### src/rtl/param_cpu_core.sv
// rtl/param_cpu_core.sv - parametrised multi-cycle load/store CPU core
//
// Multi-cycle core with a 16-bit instruction word, 8 x DATA_W register file,
// internal instruction memory (written through the program port while idle
// or halted) and internal data memory.
//
// Optional feature macro: CPU_MUL_EN (opcode C = MUL when defined, NOP otherwise).
//
// Ports:
//   CLK         clock, rising edge
//   RESET       asynchronous active-high reset
//   start       pulse; starts execution from IDLE or HALT (HALT restarts at pc 0)
//   prog_we     instruction memory write strobe (ignored while busy)
//   prog_addr   instruction memory write address
//   prog_data   instruction word to write
//   dbg_sel     register index for the debug read port
//   dbg_data    combinational read of regs[dbg_sel]
//   pc          current program counter
//   busy        high in FETCH/EXEC/MEM
//   halted      high in HALT
//   zero_flag   result==0 of the last ALU op
//   carry_flag  ADD carry-out / SUB borrow of the last ADD/SUB
//   retired     retired-instruction count, wraps at 2**16

module param_cpu_core #(
    parameter int DATA_W  = 8,
    parameter int IMEM_AW = 5,
    parameter int DMEM_AW = 4
) (
    input  logic               CLK,
    input  logic               RESET,
    input  logic               start,
    input  logic               prog_we,
    input  logic [IMEM_AW-1:0] prog_addr,
    input  logic [15:0]        prog_data,
    input  logic [2:0]         dbg_sel,
    output logic [DATA_W-1:0]  dbg_data,
    output logic [IMEM_AW-1:0] pc,
    output logic               busy,
    output logic               halted,
    output logic               zero_flag,
    output logic               carry_flag,
    output logic [15:0]        retired
);
    localparam int SH_W = $clog2(DATA_W);

    typedef enum logic [2:0] {
        S_IDLE,
        S_FETCH,
        S_EXEC,
        S_MEM,
        S_HALT
    } state_t;

    state_t state, state_nx;

    logic [15:0]        imem [2**IMEM_AW];
    logic [DATA_W-1:0]  dmem [2**DMEM_AW];
    logic [DATA_W-1:0]  regs [8];
    logic [15:0]        ir;

    logic [3:0]         op;
    logic [2:0]         rd, rs1, rs2;
    logic [7:0]         imm8;
    logic [DATA_W-1:0]  a, b;

    logic [DATA_W-1:0]  alu_res;
    logic               alu_carry;
    logic               wr_en, upd_z, upd_c, br_taken;
    logic [IMEM_AW-1:0] pc_nx;
    logic               prog_ok;

    assign op   = ir[15:12];
    assign rd   = ir[11:9];
    assign rs1  = ir[8:6];
    assign rs2  = ir[5:3];
    assign imm8 = ir[7:0];
    assign a    = regs[rs1];
    assign b    = regs[rs2];

    assign dbg_data = regs[dbg_sel];
    assign busy     = (state == S_FETCH) || (state == S_EXEC) || (state == S_MEM);
    assign halted   = (state == S_HALT);
    assign prog_ok  = (state == S_IDLE) || (state == S_HALT);

    // Execute-stage datapath; only consumed while state == S_EXEC.
    always_comb begin
        alu_res   = '0;
        alu_carry = 1'b0;
        wr_en     = 1'b0;
        upd_z     = 1'b0;
        upd_c     = 1'b0;
        br_taken  = 1'b0;
        case (op)
            4'h1: begin alu_res = DATA_W'(imm8); wr_en = 1'b1; end
            4'h2: begin alu_res = a; wr_en = 1'b1; end
            4'h3: begin
                {alu_carry, alu_res} = {1'b0, a} + {1'b0, b};
                wr_en = 1'b1; upd_z = 1'b1; upd_c = 1'b1;
            end
            // Top bit of the widened difference is the unsigned borrow.
            4'h4: begin
                {alu_carry, alu_res} = {1'b0, a} - {1'b0, b};
                wr_en = 1'b1; upd_z = 1'b1; upd_c = 1'b1;
            end
            4'h5: begin alu_res = a & b; wr_en = 1'b1; upd_z = 1'b1; end
            4'h6: begin alu_res = a | b; wr_en = 1'b1; upd_z = 1'b1; end
            4'h7: begin alu_res = a >> b[SH_W-1:0]; wr_en = 1'b1; upd_z = 1'b1; end
            4'hA: br_taken = (a == '0);
            4'hB: br_taken = 1'b1;
`ifdef CPU_MUL_EN
            4'hC: begin alu_res = a * b; wr_en = 1'b1; upd_z = 1'b1; end
`endif
            default: ;
        endcase
    end

    always_comb begin
        pc_nx = pc + IMEM_AW'(1);
        if (br_taken)
            pc_nx = IMEM_AW'(imm8);
        else if (op == 4'hF)
            pc_nx = pc;
    end

    always_ff @(posedge CLK or posedge RESET) begin
        if (RESET)
            state <= S_IDLE;
        else
            state <= state_nx;
    end

    always_comb begin
        state_nx = state;
        case (state)
            S_IDLE, S_HALT: if (start) state_nx = S_FETCH;
            S_FETCH:        state_nx = S_EXEC;
            S_EXEC: begin
                if (op == 4'h8)
                    state_nx = S_MEM;
                else if (op == 4'hF)
                    state_nx = S_HALT;
                else
                    state_nx = S_FETCH;
            end
            S_MEM:          state_nx = S_FETCH;
            default:        state_nx = S_IDLE;
        endcase
    end

    always_ff @(posedge CLK or posedge RESET) begin
        if (RESET) begin
            pc         <= '0;
            ir         <= '0;
            zero_flag  <= 1'b0;
            carry_flag <= 1'b0;
            retired    <= '0;
            for (int i = 0; i < 8; i++)
                regs[i] <= '0;
        end else begin
            case (state)
                S_HALT: if (start) pc <= '0;
                S_FETCH: ir <= imem[pc];
                S_EXEC: begin
                    if (wr_en) regs[rd] <= alu_res;
                    if (upd_z) zero_flag <= (alu_res == '0);
                    if (upd_c) carry_flag <= alu_carry;
                    pc <= pc_nx;
                    // LD retires at the end of its MEM cycle instead.
                    if (op != 4'h8) retired <= retired + 16'd1;
                end
                S_MEM: begin
                    regs[rd] <= dmem[a[DMEM_AW-1:0]];
                    retired  <= retired + 16'd1;
                end
                default: ;
            endcase
        end
    end

    // Memories are not cleared by RESET.
    always_ff @(posedge CLK) begin
        if (prog_we && prog_ok)
            imem[prog_addr] <= prog_data;
        if (state == S_EXEC && op == 4'h9)
            dmem[a[DMEM_AW-1:0]] <= b;
    end

endmodule

### config.mk
export PLATFORM = sky130hd
export DESIGN_NAME = param_cpu_core
export DESIGN_NICKNAME = d
export VERILOG_FILES = /design/src/rtl/param_cpu_core.sv
export SDC_FILE = /design/constraint.sdc
export NUM_CORES = 1
export LEC_CHECK = 0
export CAP_MARGIN = 40
export CORE_ASPECT_RATIO = 1.5
export CORE_MARGIN = 3
export CORE_UTILIZATION = 56
export CTS_BUF_LIST = sky130_fd_sc_hd__clkbuf_4 sky130_fd_sc_hd__clkbuf_8 sky130_fd_sc_hd__clkbuf_16
export DETAILED_ROUTE_END_ITERATION = 8
export GPL_ROUTABILITY_DRIVEN = 0
export PLACE_DENSITY = 0.87
export RECOVER_POWER = 50
export SLEW_MARGIN = 40
export SYNTH_ARGS = -nofsm -noshare
export SYNTH_HDL_FRONTEND = slang
export SYNTH_SLANG_ARGS = --single-unit
export TNS_END_PERCENT = 10
### constraint.sdc
create_clock -name CLK -period 4 [get_ports CLK]
set_input_delay 0.6 -clock CLK [delete_from_list [all_inputs] [get_ports CLK]]
set_output_delay 0.6 -clock CLK [all_outputs]
set_load 0.05 [all_outputs]
==> impl_metrics.tcl <==
set metrics [dict create \
    net_count_after_synthesis 1915 \
    largest_clock_skew_in_the_final_design_ps 27.93 \
    syn-instance-count 1859 \
    worst_hold_slack_ps 484.4 \
    finish.net_count 2068 \
    numClockSinks 746 \
    yosys.area.top_type_share_pct 59.87 \
    clock_tree.htree_level_count 3 \
    syn-mean-instance-area_um2 17.27 \
    global_route.usage.total_pct 26.99 \
    numPortBuffers 60 \
    cell_repeated_most_along_the_worst_path "sky130_fd_sc_hd__a21oi_1" \
    register_area_um2 21880 \
    critical-path-slowest-cell "sky130_fd_sc_hd__ha_2" \
    first_pass_grt_wire_length_mm 121.4 \
    post_synth_main_area_contributors "sky130_fd_sc_hd__edfxtp_1 60%, sky130_fd_sc_hd__mux4_2 14%, sky130_fd_sc_hd__dfrtp_1 8.3%" \
    detailed_route_iter0_violations 2218 \
    fmax_ghz 0.2516 \
    ctsRootBufferMaster "sky130_fd_sc_hd__clkbuf_16" \
    grt.busiest_layer "met2" \
    slew_hr_pct -85.71 \
    vdd_drop_max_mv 0.6522 \
    timing.final.ws_setup_ps 25.34 \
    yosys.cell_types.count 89 \
    post_route_cells_drive_above_1_share_pct 23.54 \
    via_per_inst 6.676 \
    tritoncts_clock_tree "done" \
    syn2layout_area_growth_pct 12.68 \
    synthArstFlopShare_pct 14.21 \
    run_status "complete, but fails checks" \
    tightest_pin_transition_ps 2786 \
    met1_usage_pct 30.92 \
    rows 106 \
    crit_path_max_incr_delay_ps 510 \
    ys_seq_elements 746 \
    max-cap-violations 1 \
    synth_edf_count 640 \
    fraction_of_the_cycle_the_final_worst_path_needs_pct 99.37 \
    timing.setup.tns_ps 0 \
    drt_pass1_iterations 7 \
    failed_checks "capacitance limit, slew limit" \
    setup_repair_after_global_routing_missed_its_margin "no" \
    antenna_violating_nets_post_route 0 \
    dp.final_hpwl_mm 50.10 \
    fp.coreArea_um2 56230 \
    critPathMaxFanout 14 \
    cts_inserted_buffers 67 \
    route.detailed.wl_per_inst_um 28.71 \
    pre_cts_slack_ps 94.43 \
    final-max-slew-violation-count 72 \
    yosys.area.top_type "sky130_fd_sc_hd__edfxtp_1" \
    timing.hold.worst_path_depth 1 \
    antenna_violations_before_repair 4 \
    synthesis.area_um2 32100 \
    io-pin-count 61 \
    worstRegToRegCells 14 \
    grt.met2_usage_pct 47.67 \
    grt_max_degree 72 \
    cts_hold_buffers 0 \
    r2r_end "regs[6]" \
    worstSetupPathType "flip-flop to flip-flop" \
    ys_warn_count 0 \
    fp.dieArea_um2 60290 \
    grtUsageMet3_pct 4.867 \
    setup.worst_path.end_class "flip-flop" \
    die_w_um 201.5 \
    reg2reg_from "ir[6]" \
    worstSkewPairLatency_ps 620 \
    clkTransAtPathRegs_ps 60 \
    drt_drc_violations_left 0 \
    timing.hold.worst.class "flip-flop to flip-flop" \
    setup_violations 0 \
    layout.filler_cells 3673 \
    detail_route.wirelength_mm 80.97 \
    initial_core_util_pct 57.08 \
    cellLeakagePower_uw 0.01242 \
    worstSetupStartpointType "flip-flop" \
    route.vias.total 18830 \
    power.density_nw_per_um2 782.8 \
    hp-start "retired[9]" \
    yosys_most_used_dff "sky130_fd_sc_hd__edfxtp_1" \
    number_of_global_route_vias_before_repair 19420 \
    path_cells "buf_4, and2b_1, a22o_1, or2_0, ha_2, inv_1, a21oi_1, mux2i_1, a221o_1, a2111oi_2, nor2_1, a221oi_4, buf_12, a21oi_1" \
    synth_sequential_area_ratio_pct 68.13 \
    globalRouteOverflowTotal 0 \
    hold_violations 0 \
    ff2ff_setup_slack_ps 30 \
    required_ps 4480 \
    timing.hold.worst_endpoint "retired[9]" \
    data_arrival_critical_path_ps 4460 \
    cts_buffer_depth 3 \
    multi_input_comb_area_um2 9545 \
    die_h_um 299.2 \
    period_needed_ps 3975 \
]
cells by family after synthesis:
| family | count (synthesis) | share of synthesized area, % |
|---|---|---|
| DFF | 746 | 68.13 |
| buffers and inverters | 137 | 2.163 |
| AOI/OAI and AO/OA | 204 | 4.241 |
| muxes | 300 | 17.62 |
| and+or+nand+nor | 424 | 6.158 |
| adders and majority gates | 28 | 1.138 |
| xor gates and xnor gates | 20 | 0.5457 |
flip-flops by register name, indices dropped and copies added (netlist names):
register    cells
state           3
carry_flag      1
imem          512
retired        16
ir             16
zero_flag       1
pc              5
regs           64
dmem          128
routing by layer:
| metal | vias up | routed length (um) |
|---|---|---|
| met5 | - | 7 |
| met4 | 2 | 5773 |
| met3 | 405 | 7235 |
| met2 | 1314 | 42340 |
| met1 | 9393 | 25610 |
| li1 | 7713 | - |
layout make-up:
cell class / count / share of cell area [%]
inverter: 37 / 0.4116
timing repair buffer: 184 / 4.047
multi-input combinational: 976 / 26.39
clock inverter: 30 / 0.8890
clock buffer: 87 / 5.133
antenna: 4 / 0.02767
tap: 756 / 2.615
sequential: 746 / 60.49
metrics by stage:
stage	total power (uW)	area, um2	utilization (%)	cells
finish	28310	36170	64.32	2820
global route	29320	36170	64.32	2818
CTS	27990	36220	64.41	2812
detailed placement	21500	34040	60.54	2695
global placement	21030	34060	60.57	2695
floorplan	18300	32100	-	1859
report_power, final:
part | total, uW | leakage, uW | switching [uW] | internal (uW)
registers | 10000 | 0.00712 | 705 | 9310
logic | 11900 | 0.00420 | 7130 | 4760
clock network | 6420 | 0.00109 | 2780 | 3630
layout by cell type, fill, tap and decap left out, drive strengths merged, types with 10 or more instances in the layout:
| cell type | netlist | routed |
|---|---|---|
| a21oi | 52 | 52 |
| a22oi | 10 | 10 |
| a31oi | 21 | 21 |
| and3 | 11 | 11 |
| buf | 39 | 119 |
| clkbuf | 61 | 116 |
| clkdlybuf4s50 | 0 | 35 |
| clkinv | 2 | 22 |
| dfrtp | 106 | 106 |
| edfxtp | 640 | 640 |
| ha | 26 | 26 |
| inv | 35 | 39 |
| mux2 | 20 | 20 |
| mux2i | 78 | 78 |
| mux4 | 202 | 202 |
| nand2 | 169 | 169 |
| nand3 | 41 | 41 |
| nand4 | 10 | 10 |
| nor2 | 101 | 101 |
| nor3 | 32 | 32 |
| o21ai | 48 | 48 |
| o22ai | 10 | 10 |
| xnor2 | 12 | 12 |
cells in the mapped netlist, types with 6 or more instances:
library cell and instances:
sky130_fd_sc_hd__nand3_1 41, sky130_fd_sc_hd__a311oi_1 6, sky130_fd_sc_hd__and3_1 11, sky130_fd_sc_hd__mux4_2 195, sky130_fd_sc_hd__dfrtp_1 106, sky130_fd_sc_hd__inv_1 28, sky130_fd_sc_hd__ha_1 26, sky130_fd_sc_hd__a21oi_1 52
sky130_fd_sc_hd__buf_1 10, sky130_fd_sc_hd__a31oi_1 20, sky130_fd_sc_hd__a22oi_1 10, sky130_fd_sc_hd__nand2_1 169, sky130_fd_sc_hd__edfxtp_1 640, sky130_fd_sc_hd__o21ai_1 16, sky130_fd_sc_hd__clkbuf_1 56, sky130_fd_sc_hd__nand2b_1 6
sky130_fd_sc_hd__xnor2_1 12, sky130_fd_sc_hd__nand3b_1 9, sky130_fd_sc_hd__mux2i_1 72, sky130_fd_sc_hd__mux4_1 7, sky130_fd_sc_hd__nor3_1 32, sky130_fd_sc_hd__buf_4 6, sky130_fd_sc_hd__o21ai_0 32, sky130_fd_sc_hd__buf_6 7
sky130_fd_sc_hd__buf_2 14, sky130_fd_sc_hd__mux2i_4 6, sky130_fd_sc_hd__o211ai_1 7, sky130_fd_sc_hd__or3_1 7, sky130_fd_sc_hd__nand4_1 10, sky130_fd_sc_hd__o22ai_1 10, sky130_fd_sc_hd__nor2_1 100, sky130_fd_sc_hd__mux2_2 20
sky130_fd_sc_hd__xor2_1 8
what timing repair did:
action                                  CTS  global route
endpoints found under the setup margin    0            18
resized for setup                         0             4
setup buffers                             0             3
worst max path at each step:
stage,start,to,slack (ps),cells after the start
after floorplan,ir[6],regs[38],6,16
after global placement,ir[6],regs[54],250,13
after detailed placement,ir[6],regs[38],90,13
after CTS,ir[6],regs[6],80,13
after global routing,ir[3],regs[19],5,12
final,ir[6],regs[6],30,14
worst max-delay path, delay by kind of cell, from the launching register on:
family,cells,cell delay [ps]
and+or+nand+nor,3,780
adders and majority gates,1,510
muxes,1,130
AOI/OAI and AO/OA,6,1440
DFF,1,400
buffers and inverters,3,570
No activity file was read; power rests on OpenSTA's default activity.
